===== config.mk =====
export PLATFORM = sky130hd
export DESIGN_NAME = frame_out_ctrl_p
export DESIGN_NICKNAME = d
export VERILOG_FILES = /design/src/rtl/frame_out_ctrl_p.sv
export SDC_FILE = /design/constraint.sdc
export NUM_CORES = 1
export LEC_CHECK = 0
export ABC_AREA = 1
export CORE_MARGIN = 1.5
export CORE_UTILIZATION = 45
export CTS_CLUSTER_SIZE = 10
export DETAILED_ROUTE_END_ITERATION = 7
export GPL_ROUTABILITY_DRIVEN = 1
export PLACE_DENSITY = 0.68
export SETUP_SLACK_MARGIN = 0.1
export SYNTH_ARGS = -nofsm -noshare
export SYNTH_HDL_FRONTEND = slang
export SYNTH_SLANG_ARGS = --single-unit

===== constraint.sdc =====
create_clock -name clk -period 2.4 [get_ports clk]
set_input_delay 0.48 -clock clk [delete_from_list [all_inputs] [get_ports clk]]
set_output_delay 0.48 -clock clk [all_outputs]
set_load 0.02 [all_outputs]

===== src/rtl/frame_out_ctrl_p.sv =====
`default_nettype none
// ============================================================================
// Module      : frame_out_ctrl_p
// Description : Framed output controller. Pulls frame_length words from an
//               upstream FIFO and emits a continuous word stream of the form
//               [SYNC0 SYNC1] [seq_cnt] data... [checksum]. An idle gap of
//               blank_length cycles follows each frame. Run/stop requests
//               arrive asynchronously, and a stop takes effect only at a
//               frame boundary.
//
// Ports
//   clk           : sole clock, rising edge
//   reset_n       : asynchronous active-low reset
//   start_en      : async run request, rising edge arms output
//   stop_en       : async stop request, rising edge disarms output
//   head_en       : emit SYNC0/SYNC1 header pair
//   seq_en        : emit sequence-count word after header
//   sum_en        : emit checksum trailer after data
//   frame_length  : data words per frame
//   blank_length  : idle cycles after each frame
//   fifo_rdnum    : upstream FIFO fill level
//   dat_in        : FIFO read data, valid the cycle after rdacq
//   rdacq         : FIFO read strobe
//   en_out        : dat_out valid
//   dat_out       : output word stream
//   busy          : frame in progress (header through blank)
//   seq_cnt       : number of completed frames
//
// Revision    : 1.0  initial release
// ============================================================================
module frame_out_ctrl_p #(
    parameter int DATA_W  = 16,
    parameter int LEN_W   = 16,
    parameter int RDNUM_W = 13,
    parameter     SYNC0   = 16'h1ACF,
    parameter     SYNC1   = 16'hFC1D
) (
    input  logic               clk,
    input  logic               reset_n,
    input  logic               start_en,
    input  logic               stop_en,
    input  logic               head_en,
    input  logic               seq_en,
    input  logic               sum_en,
    input  logic [LEN_W-1:0]   frame_length,
    input  logic [LEN_W-1:0]   blank_length,
    input  logic [RDNUM_W-1:0] fifo_rdnum,
    input  logic [DATA_W-1:0]  dat_in,
    output logic               rdacq,
    output logic               en_out,
    output logic [DATA_W-1:0]  dat_out,
    output logic               busy,
    output logic [DATA_W-1:0]  seq_cnt
);

    // ------------------------------------------------------------------------
    // Constants
    // ------------------------------------------------------------------------
    localparam logic [DATA_W-1:0] c_sync0   = DATA_W'(SYNC0);
    localparam logic [DATA_W-1:0] c_sync1   = DATA_W'(SYNC1);
    localparam int                c_cmp_w   = (LEN_W > RDNUM_W) ? LEN_W : RDNUM_W;
    localparam logic [LEN_W-1:0]  c_len_one = LEN_W'(1);
    localparam logic [DATA_W-1:0] c_dat_one = DATA_W'(1);

    localparam logic [2:0] c_st_idle  = 3'd0;
    localparam logic [2:0] c_st_wait  = 3'd1;
    localparam logic [2:0] c_st_head0 = 3'd2;
    localparam logic [2:0] c_st_head1 = 3'd3;
    localparam logic [2:0] c_st_seq   = 3'd4;
    localparam logic [2:0] c_st_data  = 3'd5;
    localparam logic [2:0] c_st_sum   = 3'd6;
    localparam logic [2:0] c_st_blank = 3'd7;

    // ------------------------------------------------------------------------
    // Declarations
    // ------------------------------------------------------------------------
    logic [2:0]         r_start_sync;   // [1:0] synchroniser, [2] edge history
    logic [2:0]         r_stop_sync;
    logic               w_start_edge;
    logic               w_stop_edge;
    logic               r_run;

    logic [c_cmp_w-1:0] w_rdnum_ext;
    logic [c_cmp_w-1:0] w_len_ext;
    logic               r_fifo_ok;

    logic [2:0]         r_state;
    logic [2:0]         w_state_next;
    logic               r_wait_armed;
    logic               w_go;

    logic [LEN_W-1:0]   r_cnt;
    logic [LEN_W-1:0]   r_blank;
    logic               r_seq_en;
    logic               r_sum_en;

    logic               w_emit;
    logic               w_last;
    logic               r_p1_en;
    logic [2:0]         r_p1_sel;
    logic               r_p1_last;
    logic [DATA_W-1:0]  w_word;

    logic               r_rdacq;
    logic               r_busy;
    logic               r_en_out;
    logic               r_last_out;
    logic [DATA_W-1:0]  r_dat_out;
    logic [DATA_W-1:0]  r_chk;
    logic [DATA_W-1:0]  r_seq_cnt;

    // ------------------------------------------------------------------------
    // Run/stop request synchronisers and run flag
    // ------------------------------------------------------------------------
    always_ff @(posedge clk or negedge reset_n) begin
        if (!reset_n) begin
            r_start_sync <= 3'b000;
            r_stop_sync  <= 3'b000;
        end else begin
            r_start_sync <= {r_start_sync[1:0], start_en};
            r_stop_sync  <= {r_stop_sync[1:0], stop_en};
        end
    end

    assign w_start_edge = r_start_sync[1] & ~r_start_sync[2];
    assign w_stop_edge  = r_stop_sync[1]  & ~r_stop_sync[2];

    // Stop has priority when both edges land in the same cycle.
    always_ff @(posedge clk or negedge reset_n) begin
        if (!reset_n) begin
            r_run <= 1'b0;
        end else if (w_stop_edge) begin
            r_run <= 1'b0;
        end else if (w_start_edge) begin
            r_run <= 1'b1;
        end
    end

    // ------------------------------------------------------------------------
    // FIFO level qualification. Both operands are zero-extended to a common
    // width so a frame_length beyond the FIFO count range can never qualify.
    // ------------------------------------------------------------------------
    assign w_rdnum_ext = c_cmp_w'(fifo_rdnum);
    assign w_len_ext   = c_cmp_w'(frame_length);

    always_ff @(posedge clk or negedge reset_n) begin
        if (!reset_n) begin
            r_fifo_ok <= 1'b0;
        end else begin
            r_fifo_ok <= (w_rdnum_ext >= w_len_ext) && (frame_length != '0);
        end
    end

    // ------------------------------------------------------------------------
    // Frame state machine
    // ------------------------------------------------------------------------
    // WAIT always dwells at least one cycle before launching a frame, so the
    // FIFO level is re-qualified after the previous frame's last read. This
    // dwell plus the blank period forms the blank_length+2 inter-frame gap.
    assign w_go = (r_state == c_st_wait) && r_run && r_fifo_ok && r_wait_armed;

    always_ff @(posedge clk or negedge reset_n) begin
        if (!reset_n) begin
            r_state <= c_st_idle;
        end else begin
            r_state <= w_state_next;
        end
    end

    always_comb begin
        w_state_next = r_state;
        case (r_state)
            c_st_idle: begin
                w_state_next = c_st_wait;
            end
            c_st_wait: begin
                if (w_go) begin
                    if (head_en) begin
                        w_state_next = c_st_head0;
                    end else if (seq_en) begin
                        w_state_next = c_st_seq;
                    end else begin
                        w_state_next = c_st_data;
                    end
                end
            end
            c_st_head0: begin
                w_state_next = c_st_head1;
            end
            c_st_head1: begin
                w_state_next = r_seq_en ? c_st_seq : c_st_data;
            end
            c_st_seq: begin
                w_state_next = c_st_data;
            end
            c_st_data: begin
                if (r_cnt == '0) begin
                    if (r_sum_en) begin
                        w_state_next = c_st_sum;
                    end else if (r_blank != '0) begin
                        w_state_next = c_st_blank;
                    end else begin
                        w_state_next = c_st_wait;
                    end
                end
            end
            c_st_sum: begin
                w_state_next = (r_blank != '0) ? c_st_blank : c_st_wait;
            end
            c_st_blank: begin
                if (r_cnt == '0) begin
                    w_state_next = c_st_wait;
                end
            end
            default: begin
                w_state_next = c_st_idle;
            end
        endcase
    end

    // ------------------------------------------------------------------------
    // Per-frame configuration latch and shared data/blank down-counter.
    // The counter holds remaining DATA cycles, then is reloaded on the last
    // data word with the remaining BLANK cycles (SUM does not touch it).
    // ------------------------------------------------------------------------
    always_ff @(posedge clk or negedge reset_n) begin
        if (!reset_n) begin
            r_wait_armed <= 1'b0;
            r_cnt        <= '0;
            r_blank      <= '0;
            r_seq_en     <= 1'b0;
            r_sum_en     <= 1'b0;
        end else begin
            r_wait_armed <= (r_state == c_st_wait);
            if (w_go) begin
                r_cnt    <= frame_length - c_len_one;
                r_blank  <= blank_length;
                r_seq_en <= seq_en;
                r_sum_en <= sum_en;
            end else if (r_state == c_st_data) begin
                if (r_cnt == '0) begin
                    r_cnt <= r_blank - c_len_one;
                end else begin
                    r_cnt <= r_cnt - c_len_one;
                end
            end else if (r_state == c_st_blank) begin
                r_cnt <= r_cnt - c_len_one;
            end
        end
    end

    // ------------------------------------------------------------------------
    // Output pipeline. Each word-state cycle reaches dat_out two cycles later:
    // stage 1 records which word to send (and, for data, waits for the FIFO
    // read data), stage 2 registers the word. rdacq is high in the DATA-state
    // cycles themselves, so each read word lands exactly two cycles after its
    // strobe and the stream has no bubbles across header/data/trailer.
    // ------------------------------------------------------------------------
    assign w_emit = (r_state == c_st_head0) || (r_state == c_st_head1) ||
                    (r_state == c_st_seq)   || (r_state == c_st_data)  ||
                    (r_state == c_st_sum);

    assign w_last = ((r_state == c_st_data) && (r_cnt == '0) && !r_sum_en) ||
                    (r_state == c_st_sum);

    always_comb begin
        w_word = r_dat_out;
        case (r_p1_sel)
            c_st_head0: w_word = c_sync0;
            c_st_head1: w_word = c_sync1;
            c_st_seq:   w_word = r_seq_cnt;
            c_st_data:  w_word = dat_in;
            c_st_sum:   w_word = r_chk;
            default:    w_word = r_dat_out;
        endcase
    end

    always_ff @(posedge clk or negedge reset_n) begin
        if (!reset_n) begin
            r_rdacq    <= 1'b0;
            r_busy     <= 1'b0;
            r_p1_en    <= 1'b0;
            r_p1_sel   <= c_st_idle;
            r_p1_last  <= 1'b0;
            r_en_out   <= 1'b0;
            r_last_out <= 1'b0;
            r_dat_out  <= '0;
        end else begin
            r_rdacq    <= (w_state_next == c_st_data);
            r_busy     <= (w_state_next != c_st_idle) && (w_state_next != c_st_wait);
            r_p1_en    <= w_emit;
            r_p1_sel   <= r_state;
            r_p1_last  <= w_last;
            r_en_out   <= r_p1_en;
            r_last_out <= r_p1_en && r_p1_last;
            // dat_out holds its last word whenever the stream is idle.
            if (r_p1_en) begin
                r_dat_out <= w_word;
            end
        end
    end

    // ------------------------------------------------------------------------
    // Checksum over data words only, cleared at frame launch. The last data
    // word is accumulated one cycle before the trailer is registered.
    // ------------------------------------------------------------------------
    always_ff @(posedge clk or negedge reset_n) begin
        if (!reset_n) begin
            r_chk <= '0;
        end else if (w_go) begin
            r_chk <= '0;
        end else if (r_p1_en && (r_p1_sel == c_st_data)) begin
            r_chk <= r_chk + dat_in;
        end
    end

    // Completed-frame counter, advances right after the final word is shown.
    always_ff @(posedge clk or negedge reset_n) begin
        if (!reset_n) begin
            r_seq_cnt <= '0;
        end else if (r_last_out) begin
            r_seq_cnt <= r_seq_cnt + c_dat_one;
        end
    end

    assign rdacq   = r_rdacq;
    assign en_out  = r_en_out;
    assign dat_out = r_dat_out;
    assign busy    = r_busy;
    assign seq_cnt = r_seq_cnt;

endmodule
`default_nettype wire


Yosys cells after proc, flatten, opt, wreduce, memory -nomap -nowiden --
Index checks and enable logic that the tools add are counted.
Cells by class: add/sub/neg operators 5, muxes and demuxes 18, magnitude comparators 1, reduce and logical (&&, ||, !) cells 25, bitwise operators 4, eq/ne operators 14
Operators by type and width (number):
- 16-bit two-way mux | 6
- 16-bit one-hot mux with 5 select lines | 1
- 16-bit by 1-bit subtractor with 16-bit output, second input constant | 3
- 16-bit nonzero test | 2
- 3-bit equality test, second input constant | 8
- 3-bit one-hot mux with 8 select lines | 1
- 3-bit two-way mux | 6
- 16-bit by 1-bit adder with 16-bit output, second input constant | 1
- 16-bit adder | 1
- 13-bit by 16-bit >= comparator with 1-bit output | 1
- 16-bit zero test | 1
- 3-bit by 2-bit equality test with 1-bit output, second input constant | 4
- 1-bit logical AND | 9
- 3-bit nonzero test | 2
- 1-bit logical OR | 5
- 5-bit nonzero test | 1
- 1-bit two-way mux | 4
- 2-bit nonzero test | 2
- 3-bit by 1-bit equality test with 1-bit output, second input constant | 1
- 3-bit zero test | 1
- 3-bit by 1-bit inequality test with 1-bit output, second input constant | 1
- 1-bit bitwise AND | 2
- 1-bit inverter | 2
- 2-bit AND reduction | 1
- 1-bit zero test | 1
Word-level totals: output and inout port bits 35, register bits 103, input bits 68, word-level logic and storage cells 87

Logic depth before layout (Yosys ltp) --
Gate-level depths: netlist (run 1).
depth in word-level cells 8, gate-level depth with buffers 12

Least setup slack after synthesis (run 1) --
OpenSTA, ideal clock, no wires.
path kind input-to-reg, start point input port dat_in[0], end point register r_chk[14], setup slack 0.575 ns, arrival 1.708 ns, required time 2.283 ns, cell stages on the path 10, buffers on the path 0, path through ha_1 fa_1 nand3_1 nand2_1 nand2_1 o21ai_0 nand2_1 nand3_1 nand3_1 nand2_1
Between the ends: longest elaborated chain between the ends 3
RTL lines:
- start, declared | line 48 | input logic [DATA_W-1:0] dat_in,
- 16-bit adder | line 313 | r_chk <= r_chk + dat_in;
- 16-bit two-way mux | line 312 | end else if (r_p1_en && (r_p1_sel == c_st_data)) begin
- 16-bit two-way mux | line 310 | end else if (w_go) begin
- end signal, assigned | line 313
- end, declared | line 109 | logic [DATA_W-1:0] r_chk;
No other way between the ends. The select of a mux whose other input is x is not followed. A chain may end at the register's enable or synchronous reset.

Worst setup path after layout (run 1) --
start point input port dat_in[0], end point register r_chk[12]
Same word-level chain as after synthesis.

==> results of run 1 <==
synth_stat cells (3+ instances only):
master | instances | share of area
a21oi_1 | 48 | 0.036
a22oi_1 | 3 | 0.0034
a31oi_1 | 3 | 0.0028
buf_2 | 8 | 0.0060
buf_6 | 3 | 0.0050
dfrtp_1 | 103 | 0.38
ha_1 | 33 | 0.062
inv_1 | 106 | 0.059
inv_2 | 13 | 0.0073
nand2_1 | 258 | 0.14
nand3_1 | 59 | 0.044
nand3_2 | 4 | 0.0060
nand4_1 | 8 | 0.0075
nor2_1 | 106 | 0.059
nor2_2 | 8 | 0.0075
nor3_1 | 7 | 0.0052
o211ai_1 | 10 | 0.011
o21ai_0 | 36 | 0.027
o21ai_1 | 23 | 0.017
o22ai_1 | 6 | 0.0056
xnor2_1 | 5 | 0.0065
xor2_1 | 38 | 0.050
sequential cells by signal, indices dropped and copies added (netlist names), 16 cells and up:
signal and flops:
dat_out 16, r_blank 16, r_chk 16, r_cnt 16, seq_cnt 16
routing by layer:
| layer | track usage | vias to the layer above |
|---|---|---|
| li1 | - | 3184 |
| met4 | 0.0602 | 0 |
| met5 | 0 | - |
| met1 | 0.287 | 2895 |
| met3 | 0.0436 | 21 |
| met2 | 0.400 | 137 |
logic make-up (layout without fill, tap and decap cells):
| family | after synthesis | in the layout | share of synthesized area |
|---|---|---|---|
| AOI/OAI and AO/OA | 143 | 143 | 0.120 |
| xor gates and xnor gates | 43 | 43 | 0.0561 |
| adders and majority gates | 34 | 34 | 0.0645 |
| buffers and inverters | 133 | 249 | 0.0804 |
| DFF | 103 | 103 | 0.384 |
| muxes | 1 | 1 | 0.00168 |
| and+or+nand+nor | 463 | 463 | 0.293 |
worst max-delay path by stage:
stage / to / start / slack, ns
global placement: r_chk[14] / dat_in[0] / -0.10
finish: r_chk[12] / dat_in[0] / 0.27
floorplan: r_chk[14] / dat_in[0] / 0.58
CTS: r_chk[12] / dat_in[0] / 0.25
global route: r_chk[12] / dat_in[0] / 0.11
detailed placement: r_chk[14] / dat_in[0] / -0.10
power breakdown:
part	internal [mW]	switching, mW	total (mW)	leakage, nW
clock network	0.838	0.669	1.51	0.146
logic	0.173	0.176	0.349	2.60
registers	1.74	0.00312	1.75	1.06
total	2.75	0.848	3.60	3.81
cell type report:
class	count	area [um^2]	area share
Multi-Input combinational cell	684	3600	0.435
Sequential cell	103	2580	0.312
Timing Repair Buffer	114	1120	0.136
Inverter	119	447	0.0540
Clock buffer	11	243	0.0293
Tap cell	184	230	0.0278
Clock inverter	5	56.3	0.00681
==> impl_metrics.toml, run 1 <==
[logic_synthesis]
number_of_enable_flip_flop_cells_after_synthesis = 0
synth_cell_types = 47
synth_fp_nets = 1022
synth_async_sr_flop_share = 1.00
number_of_flip_flops_and_latches_in_the_synthesized_netlist = 103
synth.yosys.seq_area_share = 0.384
syn_area_per_cell_um2 = 7.29
synth_top_flop_cell = "dfrtp_1"
netlist_instances = 920
synth_area_mm2 = 0.00671
yosysWarnings = 0

[global_route]
global_route_wire_length_before_repair_mm = 28.9
grt_start_max_net_pins = 46
grt_pass1_vias = 6022
number_of_antenna_violations_at_the_first_check_in_global_routing = 0
remaining_overflow_grt = 0
groute.usage.overall = 0.227

[setup_path]
cpMaxStageDelayCell = "clkdlybuf4s50_1"
start_kind = "primary input"
cp_common_cell = "nand2_1"
path_max_fanout = 3
cp_slowest_stage_delay_ns = 0.44
rr_worst_depth = 7
timing.setup.critical_path_class = "in -> reg"
cp-end-kind = "register"
critPathBufInv = 2
crit-reg2reg-capture = "r_cnt[8]"
path_delay_family = "simple AND/OR/NAND/NOR gates"
worst_path_arrival_ns = 2.41
cp_data_required_time_ns = 2.68
reg2reg_setup_slack_ns = 0.35
cp_num_cells = 13
worstPathCellList = "clkdlybuf4s50_1 > ha_2 > fa_1 > nand3_1 > nand2_1 > buf_4 > nand2_1 > nand2_1 > nand2_1 > nand3_1 > nand2_1 > nand2_1 > o21ai_1"
worst_r2r_startpoint = "r_state[0]"

[die]
design.die.area_mm2 = 0.0157
die_height_um = 125
io_pins = 103
initial_utilization = 0.462
floorplan.die.width_um = 125
fp.coreArea_mm2 = 0.0145
row_count = 44

[sta]
post_route_setup_slack_ns = 0.272
fin_crit_sh = 0.887
period_needed_ns = 2.13
finalSetupViolCount = 0
worstMarginPinSlew_ns = 0.622
achievable-frequency_mhz = 470
maxSlewViolCount = 0
hold_violations = 0
setup_tns_ns = 0
final.hold.worst_slack_ns = 0.0879
finalClockSkew_ns = 0.00685
rsz_0062_raised_after_global_routing = "false"
timing.slew.headroom = 0.585

[detailed_routing]
routed-wl-met2_mm = 8.43
wl_met1_mm = 7.68
highest_layer = "met4"
routed_via_density = 5.11
post_drt_wl_per_cell_um = 14.0
drc_errors = 0
remaining_antenna_violation_count = 0
drt_wl_total_mm = 17.1
route.met3.wl_um = 686
detail_route.iter0.violations = 367
routed-via-count = 6237
dr.pass1.iters = 5

[clock_network]
postCtsHoldBufs = 0
clock_path_buffers = 2
clkSlewWorstSetupHoldPaths_ns = 0.07
clock_sinks = 103
post_cts_resized = 0
cts-buffers-inserted = 9
maximum_level_of_the_cts_h_tree = 3
cts.root.buffer_cell = "clkbuf_16"
cts_tree = "built"
clock_latency_on_the_worst_skew_pair_ns = 0.36
post_cts.repair.setup_buffers = 0

[finish]
finish.utilization = 0.569
n_antenna_cell = 0
layout.filler_cells = 1420
mostFrequentLayoutCells = "nand2_1, inv_1, nor2_1"
fin_nets = 1133
stdcell_count = 1220
final_design_area_no_fill_mm2 = 0.00827
layout-drive-gt1-share = 0.0618
final_common_cell = "nand2_1"
layout-area-overhead-vs-synth_pct = 23.3

[outcome]
outcome = "completed"

[placed_design]
dp_cells = 1204
place_area_mm2 = 0.00797
portBuffers = 102
hpwl_after_dpl_mm = 13.2
pre_cts_ws_ns = -0.102
gp_congestion = 0.879

[power_and_ir_drop]
p_leak_nw = 3.81
cellPowerDensity_mw_per_mm2 = 435
peakVddDrop_uv = 337
power.total_mw = 3.60

[worst_hold_path]
worstHoldPathType = "in -> async"

[run]
number_of_maximum_capacitance_violations = 0
Note: power is estimated with default switching activity, not from simulation.
==> run 2: changes to the inputs <==
--- a/config.mk
+++ b/config.mk
@@ -8,3 +8,3 @@
 export ABC_AREA = 1
-export CORE_MARGIN = 1.5
+export CORE_MARGIN = 4
 export CORE_UTILIZATION = 45
--- a/constraint.sdc
+++ b/constraint.sdc
@@ -3,2 +3,2 @@
 set_output_delay 0.48 -clock clk [all_outputs]
-set_load 0.02 [all_outputs]
+set_load 0.05 [all_outputs]
==> run 2 against run 1 <==
Effect of this change:
- register-to-register slack better by 0.15 ns
- design area up 0.41%
- via count up 0.56%
- total power up 0.75%
- critical path type is now reg -> out
- fmax down 3.2%
- sequential power about the same
- critical path depth down 12
- largest power group unchanged
- sequential cell count unchanged
- non-clock buffer count up 4
==> impl_metrics.toml, run 2 (synthesis gave the netlist of run 1 again) <==
[outcome]
outcome = "completed"

[detailed_routing]
remaining_antenna_violation_count = 0
dr.pass1.iters = 5
routed_via_density = 5.12
detail_route.iter0.violations = 398
drt_wl_total_mm = 17.7
route.met3.wl_um = 774
drc_errors = 0
routed-via-count = 6272
wl_met1_mm = 7.65
routed-wl-met2_mm = 8.95
highest_layer = "met4"
post_drt_wl_per_cell_um = 14.5

[power_and_ir_drop]
p_leak_nw = 3.82
power.total_mw = 3.63
seq_power_share = 0.481
cellPowerDensity_mw_per_mm2 = 437
power_internal_mw = 2.74
power.net_switching_uw = 893
power.share.switching = 0.246
peakVddDrop_uv = 431
comb_power_share = 0.096
clock_power_share = 0.423

[clock_network]
maximum_level_of_the_cts_h_tree = 3
cts.root.buffer_cell = "clkbuf_16"
post_cts.repair.setup_buffers = 0
clock_latency_on_the_worst_skew_pair_ns = 0.36
cts-buffers-inserted = 9
postCtsHoldBufs = 0
clock_path_buffers = 2
cts_tree = "built"
post_cts_resized = 0
clkSlewWorstSetupHoldPaths_ns = 0.08
clock_sinks = 103

[setup_path]
cp_slowest_stage_delay_ns = 0.86
cp-end-kind = "output port"
cpMaxStageDelayCell = "clkdlybuf4s50_1"
worst_path_arrival_ns = 1.72
worstPathCellList = "clkdlybuf4s50_1"
critPathBufInv = 1
timing.setup.critical_path_class = "reg -> out"
start_kind = "register"
path_delay_family = "buffers and inverters"
cp_data_required_time_ns = 1.92
path_max_fanout = 5

[worst_hold_path]
worstHoldPathType = "in -> async"

[run]
number_of_maximum_capacitance_violations = 0

[finish]
finish.utilization = 0.569
fin_nets = 1137
multi_input_area_mm2 = 0.00359
mostFrequentLayoutCells = "nand2_1, inv_1, nor2_1"
layout-drive-gt1-share = 0.0654
layout.filler_cells = 1392
layout-area-overhead-vs-synth_pct = 23.8
ff_latch_area_mm2 = 0.00258
n_antenna_cell = 0
final_common_cell = "nand2_1"

[die]
row_count = 44
design.die.area_mm2 = 0.0169
die_height_um = 130
fp.coreArea_mm2 = 0.0146
floorplan.die.width_um = 130
initial_utilization = 0.460
io_pins = 103

[sta]
rsz_0062_raised_after_global_routing = "false"
finalClockSkew_ns = 0.00987
setup_tns_ns = 0
worstMarginPinSlew_ns = 0.516
period_needed_ns = 2.20
maxSlewViolCount = 0
hold_violations = 0
achievable-frequency_mhz = 455
fin_crit_sh = 0.916
finalSetupViolCount = 0
timing.slew.headroom = 0.655

[placed_design]
portBuffers = 102
hpwl_after_dpl_mm = 13.7
gp_congestion = 0.912

[global_route]
remaining_overflow_grt = 0
global_route_wire_length_before_repair_mm = 29.4
grt_pass1_vias = 6131
groute.usage.overall = 0.218
grt_start_max_net_pins = 38
number_of_antenna_violations_at_the_first_check_in_global_routing = 0
-- run 2: power groups by stage --
stage	Clock (mW)	Sequential, mW	Combinational [mW]
after floorplan	0	1.78	0.145
after global placement	0	1.78	0.348
after detailed placement	0	1.78	0.352
after CTS	1.58	1.74	0.354
after global routing	1.63	1.75	0.397
final	1.53	1.74	0.350
-- run 2: path summary, 6_finish.rpt --
kind                                      start               to  cells past startpoint  slack [ns]
worst max register to register         r_cnt[0]         r_cnt[4]                     11        0.50
worst min-delay path                    reset_n       dat_out[3]                      1        0.08
worst max-delay path                 seq_cnt[5]       seq_cnt[5]                      1        0.20
max in group asynchronous               reset_n         r_sum_en                      2        1.64
worst min register to register  r_start_sync[0]  r_start_sync[1]                      0        0.35
min in group clk                r_start_sync[0]  r_start_sync[1]                      0        0.35
-- run 2: layout make-up --
cell class,count,share of cell area
tap,184,0.0277
inverter,119,0.0538
clock buffer,9,0.0271
clock inverter,7,0.00964
sequential,103,0.310
timing repair buffer,118,0.139
multi-input combinational,684,0.433
-- run 2: through the flow --
step	area (um^2)	instances	hold slack, ns	setup slack, ns
after floorplan	6710	920	0.184	0.504
after global placement	8000	1208	0.334	-0.0568
after detailed placement	8000	1208	0.337	-0.115
after CTS	8300	1224	0.100	0.171
after global routing	8300	1224	0.107	0.131
final	8300	1224	0.0812	0.202
-- run 2: routing by layer --
| metal | global-route usage | vias up |
|---|---|---|
| li1 | - | 3203 |
| met1 | 0.271 | 2909 |
| met2 | 0.385 | 136 |
| met3 | 0.0426 | 24 |
| met4 | 0.0636 | 0 |
| met5 | 0 | - |
